<file path="src/rtl/pid_event_buffer.sv">
// pid_event_buffer: timestamped particle-ID hit FIFO with local-bus register access.
// Optional per-flag rate counters at BASE+4..6 are compiled in with `define PID_EVT_RATE_COUNTERS_EN.
module pid_event_buffer #(
    parameter logic [7:0]  BASE       = 8'h40,
    parameter int unsigned DEPTH_LOG2 = 4
) (
    input  logic        clk,
    input  logic        rst,
    input  logic [31:0] Result,
    input  logic        Electron,
    input  logic        Pion,
    input  logic        Muon,
    input  logic [31:0] DataIn,
    input  logic [7:0]  Address,
    input  logic        Read,
    input  logic        Write,
    output logic [31:0] DataOut,
    output logic        Irq
);
    localparam int unsigned DEPTH = 2 ** DEPTH_LOG2;
    localparam int unsigned EW    = 51;
    localparam logic [DEPTH_LOG2:0]   FULL_CNT = (DEPTH_LOG2+1)'(DEPTH);
    localparam logic [DEPTH_LOG2-1:0] PTR_ONE  = (DEPTH_LOG2)'(1);
    localparam logic [DEPTH_LOG2:0]   CNT_ONE  = (DEPTH_LOG2+1)'(1);

    localparam logic [7:0] A_STATUS = BASE;
    localparam logic [7:0] A_HEAD   = BASE + 8'd1;
    localparam logic [7:0] A_POP    = BASE + 8'd2;
    localparam logic [7:0] A_CTRL   = BASE + 8'd3;
`ifdef PID_EVT_RATE_COUNTERS_EN
    localparam logic [7:0] A_CNT_E  = BASE + 8'd4;
    localparam logic [7:0] A_CNT_P  = BASE + 8'd5;
    localparam logic [7:0] A_CNT_M  = BASE + 8'd6;
`endif

    logic [EW-1:0]         r_mem [DEPTH];
    logic [DEPTH_LOG2-1:0] r_wr_ptr;
    logic [DEPTH_LOG2-1:0] r_rd_ptr;
    logic [DEPTH_LOG2:0]   r_count;
    logic                  r_ovf;
    logic                  r_cap_en;
    logic                  r_rd_prev;
    logic [15:0]           r_ts;

    logic          w_empty;
    logic          w_full;
    logic          w_push_req;
    logic          w_rd_pop;
    logic          w_pop_req;
    logic          w_do_pop;
    logic          w_do_push;
    logic          w_ovf_set;
    logic          w_flush;
    logic          w_ctrl_wr;
    logic [EW-1:0] w_entry;
    logic [EW-1:0] w_head;
    logic [31:0]   w_status;
    logic [31:0]   w_rdata;
    logic          w_unused_din;

    assign w_unused_din = ^DataIn[31:2];

    assign w_empty    = (r_count == '0);
    assign w_full     = (r_count == FULL_CNT);
    assign w_push_req = (Result != '0) && r_cap_en;
    assign w_rd_pop   = Read && (Address == A_POP);
    assign w_pop_req  = w_rd_pop && !r_rd_prev;
    assign w_do_pop   = w_pop_req && !w_empty;
    // A pop in the same cycle frees the slot, so a full FIFO can still accept the push.
    assign w_do_push  = w_push_req && (!w_full || w_do_pop);
    assign w_ovf_set  = w_push_req && w_full && !w_do_pop;
    assign w_ctrl_wr  = Write && (Address == A_CTRL);
    assign w_flush    = w_ctrl_wr && DataIn[1];
    assign w_entry    = {Result, Electron, Pion, Muon, r_ts};
    assign w_head     = r_mem[r_rd_ptr];
    assign w_status   = {21'b0, r_ovf, w_full, w_empty, 8'(r_count)};
    assign Irq        = !w_empty;

    always_ff @(posedge clk) begin
        if (w_do_push && !w_flush) begin
            r_mem[r_wr_ptr] <= w_entry;
        end
    end

    always_ff @(posedge clk or negedge rst) begin
        if (!rst) begin
            r_wr_ptr  <= '0;
            r_rd_ptr  <= '0;
            r_count   <= '0;
            r_ovf     <= 1'b0;
            r_cap_en  <= 1'b1;
            r_rd_prev <= 1'b0;
            r_ts      <= '0;
        end else begin
            r_ts      <= r_ts + 16'd1;
            r_rd_prev <= w_rd_pop;
            if (w_ctrl_wr) begin
                r_cap_en <= DataIn[0];
            end
            if (w_flush) begin
                r_wr_ptr <= '0;
                r_rd_ptr <= '0;
                r_count  <= '0;
                r_ovf    <= 1'b0;
            end else begin
                if (w_do_push) begin
                    r_wr_ptr <= r_wr_ptr + PTR_ONE;
                end
                if (w_do_pop) begin
                    r_rd_ptr <= r_rd_ptr + PTR_ONE;
                end
                if (w_do_push && !w_do_pop) begin
                    r_count <= r_count + CNT_ONE;
                end else if (!w_do_push && w_do_pop) begin
                    r_count <= r_count - CNT_ONE;
                end
                if (w_ovf_set) begin
                    r_ovf <= 1'b1;
                end
            end
        end
    end

`ifdef PID_EVT_RATE_COUNTERS_EN
    logic [31:0] r_cnt_e;
    logic [31:0] r_cnt_p;
    logic [31:0] r_cnt_m;
    logic        w_cnt_clr;

    assign w_cnt_clr = Write && (Address == A_CNT_E);

    always_ff @(posedge clk or negedge rst) begin
        if (!rst) begin
            r_cnt_e <= '0;
            r_cnt_p <= '0;
            r_cnt_m <= '0;
        end else if (w_cnt_clr) begin
            r_cnt_e <= '0;
            r_cnt_p <= '0;
            r_cnt_m <= '0;
        end else begin
            if (Electron && (r_cnt_e != '1)) r_cnt_e <= r_cnt_e + 32'd1;
            if (Pion     && (r_cnt_p != '1)) r_cnt_p <= r_cnt_p + 32'd1;
            if (Muon     && (r_cnt_m != '1)) r_cnt_m <= r_cnt_m + 32'd1;
        end
    end
`endif

    always_comb begin
        w_rdata = '0;
        if (Read) begin
            case (Address)
                A_STATUS: w_rdata = w_status;
                A_HEAD:   w_rdata = w_empty ? '0 : w_head[50:19];
                A_POP:    w_rdata = w_empty ? '0 : {13'b0, w_head[18:0]};
                A_CTRL:   w_rdata = {31'b0, r_cap_en};
`ifdef PID_EVT_RATE_COUNTERS_EN
                A_CNT_E:  w_rdata = r_cnt_e;
                A_CNT_P:  w_rdata = r_cnt_p;
                A_CNT_M:  w_rdata = r_cnt_m;
`endif
                default:  w_rdata = '0;
            endcase
        end
    end

    assign DataOut = rst ? w_rdata : '0;

endmodule

</file>
<file path="config.mk">
export PLATFORM = sky130hd
export DESIGN_NAME = pid_event_buffer
export DESIGN_NICKNAME = d
export VERILOG_FILES = /design/src/rtl/pid_event_buffer.sv
export SDC_FILE = /design/constraint.sdc
export NUM_CORES = 1
export LEC_CHECK = 0
export CELL_PAD_IN_SITES_DETAIL_PLACEMENT = 1
export CELL_PAD_IN_SITES_GLOBAL_PLACEMENT = 1
export CORE_MARGIN = 2
export CORE_UTILIZATION = 40
export CTS_CLUSTER_SIZE = 16
export DETAILED_ROUTE_END_ITERATION = 8
export PLACE_DENSITY = 0.58
export REMOVE_ABC_BUFFERS = 1
export SYNTH_ARGS = -nofsm -noshare
export SYNTH_HDL_FRONTEND = slang
export SYNTH_SLANG_ARGS = --single-unit
</file>
<file path="constraint.sdc">
create_clock -name clk -period 5.8 [get_ports clk]
set_input_delay 1.16 -clock clk [delete_from_list [all_inputs] [get_ports clk]]
set_output_delay 1.16 -clock clk [all_outputs]
set_load 0.02 [all_outputs]
</file>
# Word level (Yosys, flattened, before mapping)
# Memory sizes are Yosys's and may differ from the RTL's.
# Cells that the tools add are included.
# totals
out_inout_bits,33
input_bits,79
register_bits,32
ramBits,816
n_memories,1
word_cells,59
# memory_table
name,words,word_bits,read_ports,rd_ports_with_merged_regs,wr,line_no,text
r_mem,16,51,1,0,1,36,logic [EW-1:0] r_mem [DEPTH];
# op_classes
muxes,16
addsub,5
reduce_logical,25
n_eq_ne,5
# op_table
op,n
32-bit one-hot mux with 4 select lines,1
32-bit 2-to-1 mux,3
"8-bit by 7-bit == test with 1-bit output, second input constant",4
32-bit nonzero test,1
19-bit 2-to-1 mux,1
"16-bit by 1-bit adder with 16-bit output, second input constant",1
4-bit 2-to-1 mux,4
5-bit 2-to-1 mux,3
1-bit logical AND,12
"4-bit by 1-bit adder with 4-bit output, second input constant",2
1-bit zero test,6
2-bit nonzero test,3
"5-bit by 1-bit adder with 5-bit output, second input constant",1
"5-bit == test, second input constant",1
5-bit zero test,1
"5-bit by 1-bit subtractor with 5-bit output, second input constant",1
1-bit 2-to-1 mux,4
3-bit nonzero test,1
1-bit logical OR,1

# Depth between registers and ports, before layout
# Gate-level depths: netlist of run 1.
# logic_depth
ltp_word,11
ltp_mapped,11

# Worst setup path before layout of run 1
# OpenSTA, ideal clock, no wires.
# synth_path
kind,input-to-reg
from,in Address[3]
to,mem r_mem[0][0] (enable)
path_slack_ns,1.695
arrival_ns,3.692
setup_time_ns,0.414
n_path_buf,0
cell_stages,6
cell_sequence,nor4_1 > and2b_2 > a21oi_1 > nor3_1 > nor3b_1 > and2_1
# synth_between
elab_chain_len,9
word_cells_on_any_way,13
# synth_lines
element,line_no,text
"start, declared",14,"input logic [7:0] Address,"
8-bit by 7-bit == test with 1-bit output,66,assign w_rd_pop = Read && (Address == A_POP);
1-bit logical AND,66,
1-bit logical AND,67,assign w_pop_req = w_rd_pop && !r_rd_prev;
1-bit logical AND,68,assign w_do_pop = w_pop_req && !w_empty;
1-bit logical OR,70,assign w_do_push = w_push_req && (!w_full || w_do_pop);
1-bit logical AND,70,
1-bit logical AND *,80,if (w_do_push && !w_flush) begin
1-bit 2-to-1 mux *,80,
1-bit 2-to-1 mux (implied by the code) *,81,r_mem[r_wr_ptr] <= w_entry;
"end, declared",36,
# Every way passes the cells marked *; elsewhere a longest branch is shown, timed or not.

# Final worst setup path of run 1
# layout_path
from,in Address[6]
to,out DataOut[4]
# layout_between
elab_chain_len,4
word_cells_on_any_way,7
# layout_lines
element,line_no,text
8-bit by 7-bit == test with 1-bit output,152,case (Address)
32-bit one-hot mux with 4 select lines *,152,
32-bit 2-to-1 mux *,151,if (Read) begin
32-bit 2-to-1 mux *,167,assign DataOut = rst ? w_rdata : '0;
"end, declared",17,"output logic [31:0] DataOut,"
# Marks and branches as above.

==> impl_metrics.csv, run 1 <==
group,metric,value,unit
clock_tree,clock-sinks,848,
critical_path,r2r-start,"r_count[1]$_DFFE_PN0P_",
layout,num-fill-cells,7357,
critical_path,start_kind,"input port",
detailed_routing,wl_per_cell,29.0,µm
detailed_routing,first_iter_violations,1105,
clock_tree,cts_setup_buffers,0,
clock_tree,h-tree-depth,3,
layout,antenna_cells,0,
floorplanning,coreArea,0.0820,mm²
synthesis,avgSynthCellArea,22.7,µm²
synthesis,syn-instance-count,1460,
placed_design,gp_congestion,0.759,
clock_tree,clkTransAtPathRegs,60,ps
critical_path,worstPathMaxFanout,29,
floorplanning,ioPinCount,112,
critical_path,end_kind,"primary output",
layout,drive_above_1_share,0.288,
critical_path,r2r_slack,2270,ps
critical_path,worst-path-buf-inv,2,
power_and_ir_drop,p_total,0.0130,W
layout,multi_input_area,0.00736,mm²
sta,period_share,0.947,
hold_path,min_path_cells,2,
hold_path,hp-class,"reg2reg",
clock_tree,cts-buffers-inserted,91,
grt,grt_max_degree,48,
floorplanning,dieWidth,292,µm
power_and_ir_drop,max-vdd-ir-drop,0.246,mV
outcome,status,"complete, no violations",
detailed_routing,ant_nets,0,
synthesis,async_reset_ff_frac,0.0377,
clock_tree,holdBufCountCts,0,
detailed_routing,vias,15500,
floorplanning,initial_core_util,0.404,
grt,grt_usage,0.193,
run,maxCapViolCount,0,
synthesis,yosysWarnings,0,
critical_path,cp_cell_sequence,"clkdlybuf4s50_1 > nand2b_4 > nor4b_4 > nand3_2 > or4b_4 > o22ai_1 > a2bb2oi_1 > clkdlybuf4s50_1",
synthesis,synth_top_family_by_area,"multiplexers",
layout,syn2layout_area_growth,16.7,%
critical_path,crit_start,"Address[6]",
synthesis,synth_compound_area_frac,0.0110,
clock_tree,cts_resized,0,
placed_design,port_buffers,81,
detailed_routing,viasPerCell,5.56,
synthesis,yosys.area_share.adder,0.00439,
sta,min_period,5490,ps
synthesis,ys_ff_latch,848,
critical_path,critPathKind,"in2out",
synthesis,synthMuxAreaShare,0.174,
power_and_ir_drop,p_leak,12.0,nW
sta,grt_setup_unrepaired,"false",
hold_path,hold_end,"r_ovf$_DFFE_PN0P_",
sta,setup_viol,0,
power_and_ir_drop,power_density,337,mW/mm²
detailed_routing,drc,0,
sta,final-max-slew-violation-count,0,
clock_tree,cts_tree,"done",
sta,max_freq,182,MHz
detailed_routing,wl,80800,µm
grt,grt_pass1_wl,119000,µm
synthesis,synth-xor-area-share,0.00609,
synthesis,synth-simple-area-share,0.0260,
sta,worst_pin_slew,1000,ps
sta,final.setup.tns,0,ps
critical_path,regToRegEndpoint,"r_count[4]$_DFFE_PN0P_",
sta,slew_headroom,0.327,
critical_path,reg2reg_depth,12,
critical_path,crit_required,4640,ps
sta,fin_skew,20.8,ps
grt,grt_overflow,0,
detailed_routing,first_pass_iters,5,
synthesis,ys_types,54,
critical_path,cp.arrival,4330,ps
floorplanning,die_h,292,µm
floorplanning,rows,105,
clock_tree,clock_latency,630,ps
layout,seq_area,0.0253,mm²
synthesis,ys_seq_area_frac,0.765,
critical_path,critPathMaxStageDelay,880,ps
placed_design,dp_hpwl,44400,µm
critical_path,crit_cells,8,
clock_tree,cts_root_buf,"clkbuf_16",
clock_tree,ctsLongestPathBuffers,3,
hold_path,holdCritStartpoint,"r_ovf$_DFFE_PN0P_",
floorplanning,die-area,0.0851,mm²
critical_path,path_delay_family,"simple AND/OR/NAND/NOR gates",
critical_path,critPathSlowestCell,"or4b_4",
critical_path,path_common_cell,"clkdlybuf4s50_1",
grt,grt_pass1_vias,16800,
synthesis,synth_ff_type,"edfxtp_1",
layout,nNetsFinal,1734,
synthesis,synth_edf_count,816,
synthesis,netlist_area,0.0331,mm²
sta,hold_viol_final,0,
grt,antenna_found_initial,0,
[per-stage QoR]
step	hold slack, ps	utilization	worst slack (ps)	cells	cell area [µm²]
2_1_floorplan	484	-	-4820	1392	32700
3_3_place_gp	511	0.436	282	2621	35800
3_5_place_dp	533	0.436	256	2621	35800
4_1_cts	548	0.471	257	2790	38600
5_1_grt	592	0.471	147	2790	38600
6_report	550	0.471	308	2790	38600
[layer usage]
metal  part of all wire  track usage  up-vias
met5                  0            0        -
met4              0.023       0.0551        0
met3              0.034       0.0237      109
met2               0.51        0.329      319
met1               0.43        0.261     8559
li1                   -            -     6514
[worst min-delay path: stages, from the launching register on]
cell and delay [ps]:
dfrtp_1 370, a21oi_1 50, nor2_1 90
[registers in the layout, indices dropped and copies added, names as in the netlist]
register   cells
r_count        5
r_rd_ptr       4
r_wr_ptr       4
r_ts          16
r_ovf          1
r_mem        816
r_rd_prev      1
r_cap_en       1
[final cells by class]
class,instances,share of cell area
clock inverter,53,0.0107
tap,1070,0.0347
multi-input combinational,516,0.191
sequential,848,0.655
timing repair buffer,159,0.0424
inverter,28,0.00272
clock buffer,116,0.0635
[kinds of logic (layout without fill, tap and decap cells)]
kind of cell	count (synthesis)	in the layout
compound gates	57	57
xor+xnor	23	23
fa+ha+maj	11	11
buf+inv	96	356
flops	848	848
mux	272	272
simple gates	153	153
[synth_stat cells (all sizes together) (7+ instances only)]
master / number / share of area
clkbuf: 21 / 0.0024
nand3: 13 / 0.0023
nor4: 10 / 0.0019
mux2: 12 / 0.0041
buf: 47 / 0.0085
and3: 8 / 0.0015
ha: 10 / 0.0038
nand2: 36 / 0.0041
dfrtp: 31 / 0.023
nor2b: 16 / 0.0030
inv: 28 / 0.0032
xnor2: 16 / 0.0042
mux2i: 20 / 0.0064
a21oi: 18 / 0.0027
mux4: 240 / 0.16
nor2: 24 / 0.0027
xor2: 7 / 0.0019
o22ai: 17 / 0.0032
and2: 19 / 0.0036
edfxtp: 816 / 0.74
[worst max path at each step]
stage	slack, ps	to
detailed placement	260	DataOut[4]
floorplan	-4820	DataOut[9]
CTS	260	DataOut[4]
global placement	280	DataOut[4]
global route	150	DataOut[4]
finish	310	DataOut[4]
[cell usage in the layout, fill, tap and decap left out, types with 6 or more instances in the layout]
cell type and instances:
a21oi_1 18, and2_4 16, and3_1 8, buf_12 20, buf_4 60, bufinv_16 6
clkbuf_1 19, clkbuf_16 93, clkdlybuf4s50_1 78, clkinv_1 19, clkinv_2 21, dfrtp_1 27
edfxtp_1 816, ha_1 10, inv_1 27, mux2_2 12, mux2i_1 19, mux4_2 240
nand2_1 36, nand3_1 11, nor2_1 24, nor2b_1 16, nor4_1 10, o22ai_1 17
xnor2_1 16, xor2_1 7
[power breakdown]
part	leakage (nW)	total [W]	internal [W]	switching, W
clock	1.41	0.00559	0.00325	0.00234
combinational	2.77	0.000621	0.000297	0.000324
sequential	7.78	0.00682	0.00675	0.0000735
No activity file was read; power rests on OpenSTA's default activity.
==> run 2: changes to the inputs <==
--- a/config.mk
+++ b/config.mk
@@ -11,6 +11,7 @@
 export CORE_UTILIZATION = 40
 export CTS_CLUSTER_SIZE = 16
 export DETAILED_ROUTE_END_ITERATION = 8
+export GPL_TIMING_DRIVEN = 0
 export PLACE_DENSITY = 0.58
 export REMOVE_ABC_BUFFERS = 1
 export SYNTH_ARGS = -nofsm -noshare
==> impl_metrics.csv, run 2 (same netlist as run 1, synthesis figures left out) <==
group,metric,value,unit
power_and_ir_drop,power_density,334,mW/mm²
placed_design,post-place-ws,-97.7,ps
clock_tree,clock-sinks,848,
detailed_routing,viasPerCell,5.58,
clock_tree,ctsLongestPathBuffers,3,
floorplanning,die_h,292,µm
grt,grt_max_degree,54,
layout,drive_above_1_share,0.256,
critical_path,critPathMaxStageDelay,890,ps
power_and_ir_drop,p_seq_frac,0.530,
critical_path,cp_cell_sequence,"clkdlybuf4s50_1 > nand2b_4 > nor4b_4 > nand3_2 > or4b_4 > nor2_1 > a2bb2oi_1 > clkdlybuf4s50_1",
sta,setup_ws,64.8,ps
sta,final-max-slew-violation-count,2,
grt,antenna_found_initial,0,
clock_tree,clkTransAtPathRegs,60,ps
clock_tree,h-tree-depth,3,
placed_design,dp_hpwl,43200,µm
grt,grt_overflow,0,
run,maxCapViolCount,1,
detailed_routing,ant_nets,0,
power_and_ir_drop,p_leak,11.7,nW
layout,syn2layout_area_growth,16.1,%
sta,period_share,0.989,
clock_tree,clock_latency,640,ps
critical_path,crit_required,4640,ps
critical_path,worst-path-buf-inv,2,
sta,setup_viol,0,
critical_path,r2r_slack,2080,ps
hold_path,hp-class,"in2async",
critical_path,critPathSlowestCell,"or4b_4",
layout,instances_no_fill,2730,
grt,grt_usage,0.191,
critical_path,critPathKind,"in2out",
power_and_ir_drop,max-vdd-ir-drop,0.219,mV
sta,min_period,5740,ps
layout,reg.largest.list,"r_mem: 816 flops, r_ts: 16 flops, r_count: 5 flops",
critical_path,cp.arrival,4580,ps
critical_path,start_kind,"input port",
detailed_routing,vias,15200,
detailed_routing,first_iter_violations,1194,
placed_design,dp.cells,2573,
power_and_ir_drop,intPower,0.0102,W
detailed_routing,wl,80000,µm
clock_tree,cts-buffers-inserted,88,
sta,worst_pin_slew,1510,ps
critical_path,regToRegEndpoint,"r_count[4]$_DFFE_PN0P_",
critical_path,end_kind,"primary output",
sta,hold_viol_final,0,
critical_path,worstPathMaxFanout,29,
detailed_routing,wl_per_cell,29.3,µm
layout,layout_common_cells,"edfxtp_1 (816), mux4_2 (240), clkbuf_16 (92)",
detailed_routing,first_pass_iters,5,
layout,finish.utilization,0.469,
sta,grt_setup_unrepaired,"false",
floorplanning,initial_core_util,0.404,
floorplanning,coreArea,0.0820,mm²
detailed_routing,drc,0,
placed_design,gp_congestion,0.737,
layout,regMostFlops,"r_mem",
layout,largest_reg_flops,816,
critical_path,path_common_cell,"clkdlybuf4s50_1",
outcome,violations,"capacitance limit, slew limit",
floorplanning,ioPinCount,112,
critical_path,reg2reg_depth,11,
power_and_ir_drop,p_comb_frac,0.049,
floorplanning,rows,105,
power_and_ir_drop,clkPwrFrac,0.421,
grt,grt_pass1_wl,117000,µm
clock_tree,cts_tree,"done",
placed_design,port_buffers,81,
clock_tree,cts_root_buf,"clkbuf_16",
sta,slew_headroom,-0.0133,
critical_path,path_delay_family,"simple AND/OR/NAND/NOR gates",
power_and_ir_drop,sw_frac_of_total,0.209,
critical_path,r2r-start,"r_count[1]$_DFFE_PN0P_",
grt,grt_pass1_vias,16700,
layout,layout_commonest_cell,"edfxtp_1",
floorplanning,die-area,0.0851,mm²
outcome,status,"complete, but fails checks",
floorplanning,dieWidth,292,µm
sta,fin_skew,20.5,ps
sta,max_freq,174,MHz
layout,antenna_cells,0,
power_and_ir_drop,p_total,0.0129,W
power_and_ir_drop,p_switching,0.00268,W
layout,nNetsFinal,1683,
## run 2: final cells by class
| class | instances | area (µm²) |
|---|---|---|
| clock buffers | 122 | 2420 |
| clock inverters | 35 | 302 |
| fillers | 7340 | 43500 |
| inverters | 28 | 105 |
| multi-input cells | 516 | 7360 |
| flip-flops and latches | 848 | 25300 |
| well taps | 1070 | 1340 |
| repair buffers | 111 | 1580 |
## run 2: worst max-delay path by stage
stage                       startpoint                     end  slack (ps)  depth (start not counted)
2_1_floorplan  r_rd_ptr[0]$_DFFE_PN0P_              DataOut[9]       -4820                          5
3_3_place_gp   r_rd_ptr[0]$_DFFE_PN0P_              DataOut[0]      -10070                          7
3_5_place_dp                 Result[6]  r_count[4]$_DFFE_PN0P_        -100                         12
4_1_cts                            rst              DataOut[1]          20                          6
5_1_grt                     Address[6]             DataOut[11]           7                          7
6_report                    Address[6]              DataOut[2]          60                          8
## run 2: what timing repair did
action,in CTS,in global routing
setup endpoints to repair,0,5
resized for setup,0,1
hold buffers,0,0
setup buffers,0,0
## run 2: per-stage QoR
step	hold slack [ps]	area, µm²	setup TNS, ps
after global routing	569	38400	0
after global placement	512	34900	-1414750
after floorplan	484	32700	-155950
final	542	38400	0
after detailed placement	553	35700	-97.7
after CTS	567	38400	0
## run 2: power groups by stage
stage	registers (W)	logic [W]	clock network, W
3_3_place_gp	0.00702	0.000615	0
4_1_cts	0.00682	0.000640	0.00553
2_1_floorplan	0.00697	0.000401	0
6_report	0.00682	0.000626	0.00541
5_1_grt	0.00682	0.000684	0.00575
3_5_place_dp	0.00695	0.000636	0
## run 2: routing by layer
layer  GRT usage  vias to the layer above  wire [µm]
li1            -                     6418          -
met1       0.254                     8424      34000
met2       0.333                      312      41600
met3      0.0252                       85       2970
met4      0.0480                        0       1380
met5           0                        -          0
==> run 3: changes to the inputs <==
--- a/config.mk
+++ b/config.mk
@@ -5,6 +5,7 @@
 export SDC_FILE = /design/constraint.sdc
 export NUM_CORES = 1
 export LEC_CHECK = 0
+export ABC_AREA = 1
 export CELL_PAD_IN_SITES_DETAIL_PLACEMENT = 1
 export CELL_PAD_IN_SITES_GLOBAL_PLACEMENT = 1
 export CORE_MARGIN = 2
@@ -12,7 +13,7 @@
 export CTS_CLUSTER_SIZE = 16
 export DETAILED_ROUTE_END_ITERATION = 8
 export GPL_TIMING_DRIVEN = 0
-export PLACE_DENSITY = 0.58
+export PLACE_DENSITY = 0.62
 export REMOVE_ABC_BUFFERS = 1
 export SYNTH_ARGS = -nofsm -noshare
 export SYNTH_HDL_FRONTEND = slang
==> impl_metrics.csv, run 3 <==
group,metric,value,unit
synthesis,synth_area_leaders,"edfxtp_1 (71%), nand2_1 (4.7%), nor2_1 (4.6%), o21ai_0 (3.9%), nand3_1 (2.8%)",
detailed_routing,wl_per_cell,24.8,µm
synthesis,yosysWarnings,0,
sta,min_period,5550,ps
detailed_routing,vias,23100,
floorplanning,ioPinCount,112,
critical_path,r2r-start,"r_count[0]$_DFFE_PN0P_",
layout,syn2layout_area_growth,18.7,%
clock_tree,clock_latency,630,ps
run,maxCapViolCount,0,
synthesis,ys_ff_latch,848,
power_and_ir_drop,p_total,0.0167,W
floorplanning,die-area,0.0887,mm²
critical_path,end_kind,"primary output",
floorplanning,initial_core_util,0.404,
hold_path,hold_end,"r_ovf$_DFFE_PN0P_",
sta,slew_headroom,0.330,
hold_path,hp-class,"reg2reg",
grt,grt_overflow,0,
floorplanning,die_h,298,µm
clock_tree,holdBufCountCts,0,
detailed_routing,ant_nets,0,
layout,regMostFlops,"r_mem",
synthesis,synth-xor-area-share,0.00431,
layout,layout_common_cells,"edfxtp_1 (816), nand2_1 (428), nor2_1 (421)",
hold_path,holdCritStartpoint,"r_ovf$_DFFE_PN0P_",
detailed_routing,drc,0,
sta,fin_skew,15.0,ps
floorplanning,coreArea,0.0854,mm²
placed_design,dp_hpwl,63900,µm
grt,grt_max_degree,115,
sta,max_freq,180,MHz
synthesis,yosysMostFrequentCell,"edfxtp_1",
placed_design,dp.cells,3960,
synthesis,syn-instance-count,2772,
synthesis,ys_types,38,
synthesis,synth-simple-area-share,0.129,
synthesis,synth_top_family_by_area,"simple AND/OR/NAND/NOR gates",
sta,final.setup.tns,0,ps
critical_path,crit_required,4640,ps
layout,instances_no_fill,4140,
grt,grt_pass1_wl,152000,µm
layout,seq_area,0.0253,mm²
grt,grt_pass1_vias,24300,
critical_path,regToRegEndpoint,"r_mem[9][17]$_DFFE_PP_",
layout,nNetsFinal,3011,
sta,hold_viol_final,0,
power_and_ir_drop,p_leak,14.2,nW
synthesis,yosys.area_share.adder,0.00420,
synthesis,ys_seq_area_frac,0.733,
synthesis,netlist_area,0.0345,mm²
clock_tree,clock-sinks,848,
synthesis,yosysTopAreaCell,"edfxtp_1",
critical_path,reg2reg_depth,14,
grt,antenna_found_initial,1,
floorplanning,rows,107,
critical_path,worstPathMaxFanout,94,
layout,layout_commonest_cell,"edfxtp_1",
synthesis,synthMuxAreaShare,0,
layout,final_area,0.0410,mm²
clock_tree,ctsLongestPathBuffers,3,
layout,multi_input_area,0.00809,mm²
clock_tree,clkTransAtPathRegs,60,ps
synthesis,async_reset_ff_frac,0.0377,
clock_tree,cts_root_buf,"clkbuf_16",
layout,largest_reg_flops,816,
outcome,status,"complete, no violations",
clock_tree,cts-buffers-inserted,91,
floorplanning,dieWidth,298,µm
sta,period_share,0.956,
hold_path,min_path_cells,2,
placed_design,port_buffers,81,
sta,final-max-slew-violation-count,0,
critical_path,cp.arrival,4390,ps
layout,reg.largest.list,"r_mem: 816 flops, r_ts: 16 flops, r_count: 5 flops",
placed_design,placed_area,0.0378,mm²
sta,setup_viol,0,
grt,grt_usage,0.229,
detailed_routing,wl,103000,µm
clock_tree,h-tree-depth,3,
synthesis,synth_top_area_frac,0.710,
synthesis,synth_edf_count,816,
layout,antenna_cells,0,
detailed_routing,first_iter_violations,1955,
synthesis,synth_compound_area_frac,0.0941,
power_and_ir_drop,max-vdd-ir-drop,0.242,mV
critical_path,start_kind,"flip-flop",
clock_tree,cts_tree,"done",
sta,worst_pin_slew,1000,ps
critical_path,r2r_slack,2130,ps
detailed_routing,viasPerCell,5.57,
layout,drive_above_1_share,0.106,
critical_path,critPathKind,"reg2out",
power_and_ir_drop,power_density,409,mW/mm²
layout,num-fill-cells,8749,
synthesis,synth_ff_type,"edfxtp_1",
detailed_routing,first_pass_iters,5,
synthesis,synthTopCellsByCount,"edfxtp_1 (816), nand2_1 (428), nor2_1 (421)",
placed_design,gp_congestion,0.739,
synthesis,avgSynthCellArea,12.5,µm²
sta,grt_setup_unrepaired,"false",
run 3: cell types whose count changed after synthesis, sizes merged, moves of 48 or more:
cell / before / now
nor2: 24 / 426
nand2: 36 / 430
o21ai: 4 / 316
mux4: 240 / 0
nand3: 13 / 196
clkbuf: 21 / 74
buf: 47 / 99
o211ai: 0 / 48
run 3: timing repair:
item,in CTS,in global routing
setup endpoints to repair,3,1
pin swaps,1,2
hold endpoints to repair,0,0
gates resized for setup,1,1
buffers inserted,4,7
gates cloned,0,1
run 3: critical path, cell delays in order (launching register included):
cell and delay (ps):
dfrtp_4 660, buf_16 290, buf_16 290, inv_16 320
buf_16 340, o21ai_0 160, o21ai_1 150, nand2_1 70
nand3_1 120, nand3_1 170, nand2_1 120, nand2_1 50
nand2_1 160, clkdlybuf4s50_1 640
run 3: cell type report:
type	count	area share
clock buffer	122	0.0619
clock inverter	46	0.0122
inverter	73	0.00745
multi-input combinational	1678	0.197
sequential	848	0.618
tap	1144	0.0349
timing repair buffer	229	0.0682
run 3: worst max path at each step:
stage | slack (ps) | to | startpoint
floorplan | -9390 | DataOut[8] | r_rd_ptr[0]$_DFFE_PN0P_
global placement | -27100 | DataOut[8] | r_rd_ptr[0]$_DFFE_PN0P_
detailed placement | -40 | DataOut[0] | Address[4]
CTS | 90 | DataOut[18] | r_rd_ptr[0]$_DFFE_PN0P_
global route | 40 | DataOut[18] | r_rd_ptr[0]$_DFFE_PN0P_
finish | 250 | DataOut[0] | r_rd_ptr[0]$_DFFE_PN0P_
run 3: kinds of logic (layout without fill, tap and decap cells):
logic type / count (synthesis) / count (layout)
AO/OA/AOI/OAI: 563 / 563
XOR/XNOR: 17 / 17
adder cells (fa/ha/maj): 11 / 11
buffers and inverters: 246 / 470
flip-flops: 848 / 848
AND/OR/NAND/NOR: 1087 / 1087
run 3: power breakdown:
group          leakage (nW)  switching (W)  internal [W]
clock                  1.48        0.00234       0.00355
combinational          4.85        0.00191      0.000882
sequential             7.84       0.000267       0.00779
total                  14.2        0.00452        0.0122
run 3: per-layer routing:
metal	track usage	routed length [µm]
met3	0.0292	5050
met1	0.312	45200
met2	0.386	49900
met4	0.0663	2430
met5	0	0
run 3: through the flow:
| stage | setup WS (ps) | utilization | hold slack, ps |
|---|---|---|---|
| 2_1_floorplan | -9390 | - | 463 |
| 3_3_place_gp | -27100 | 0.419 | 499 |
| 3_5_place_dp | -36.8 | 0.442 | 496 |
| 4_1_cts | 93.5 | 0.479 | 508 |
| 5_1_grt | 37.7 | 0.480 | 563 |
| 6_report | 253 | 0.480 | 510 |
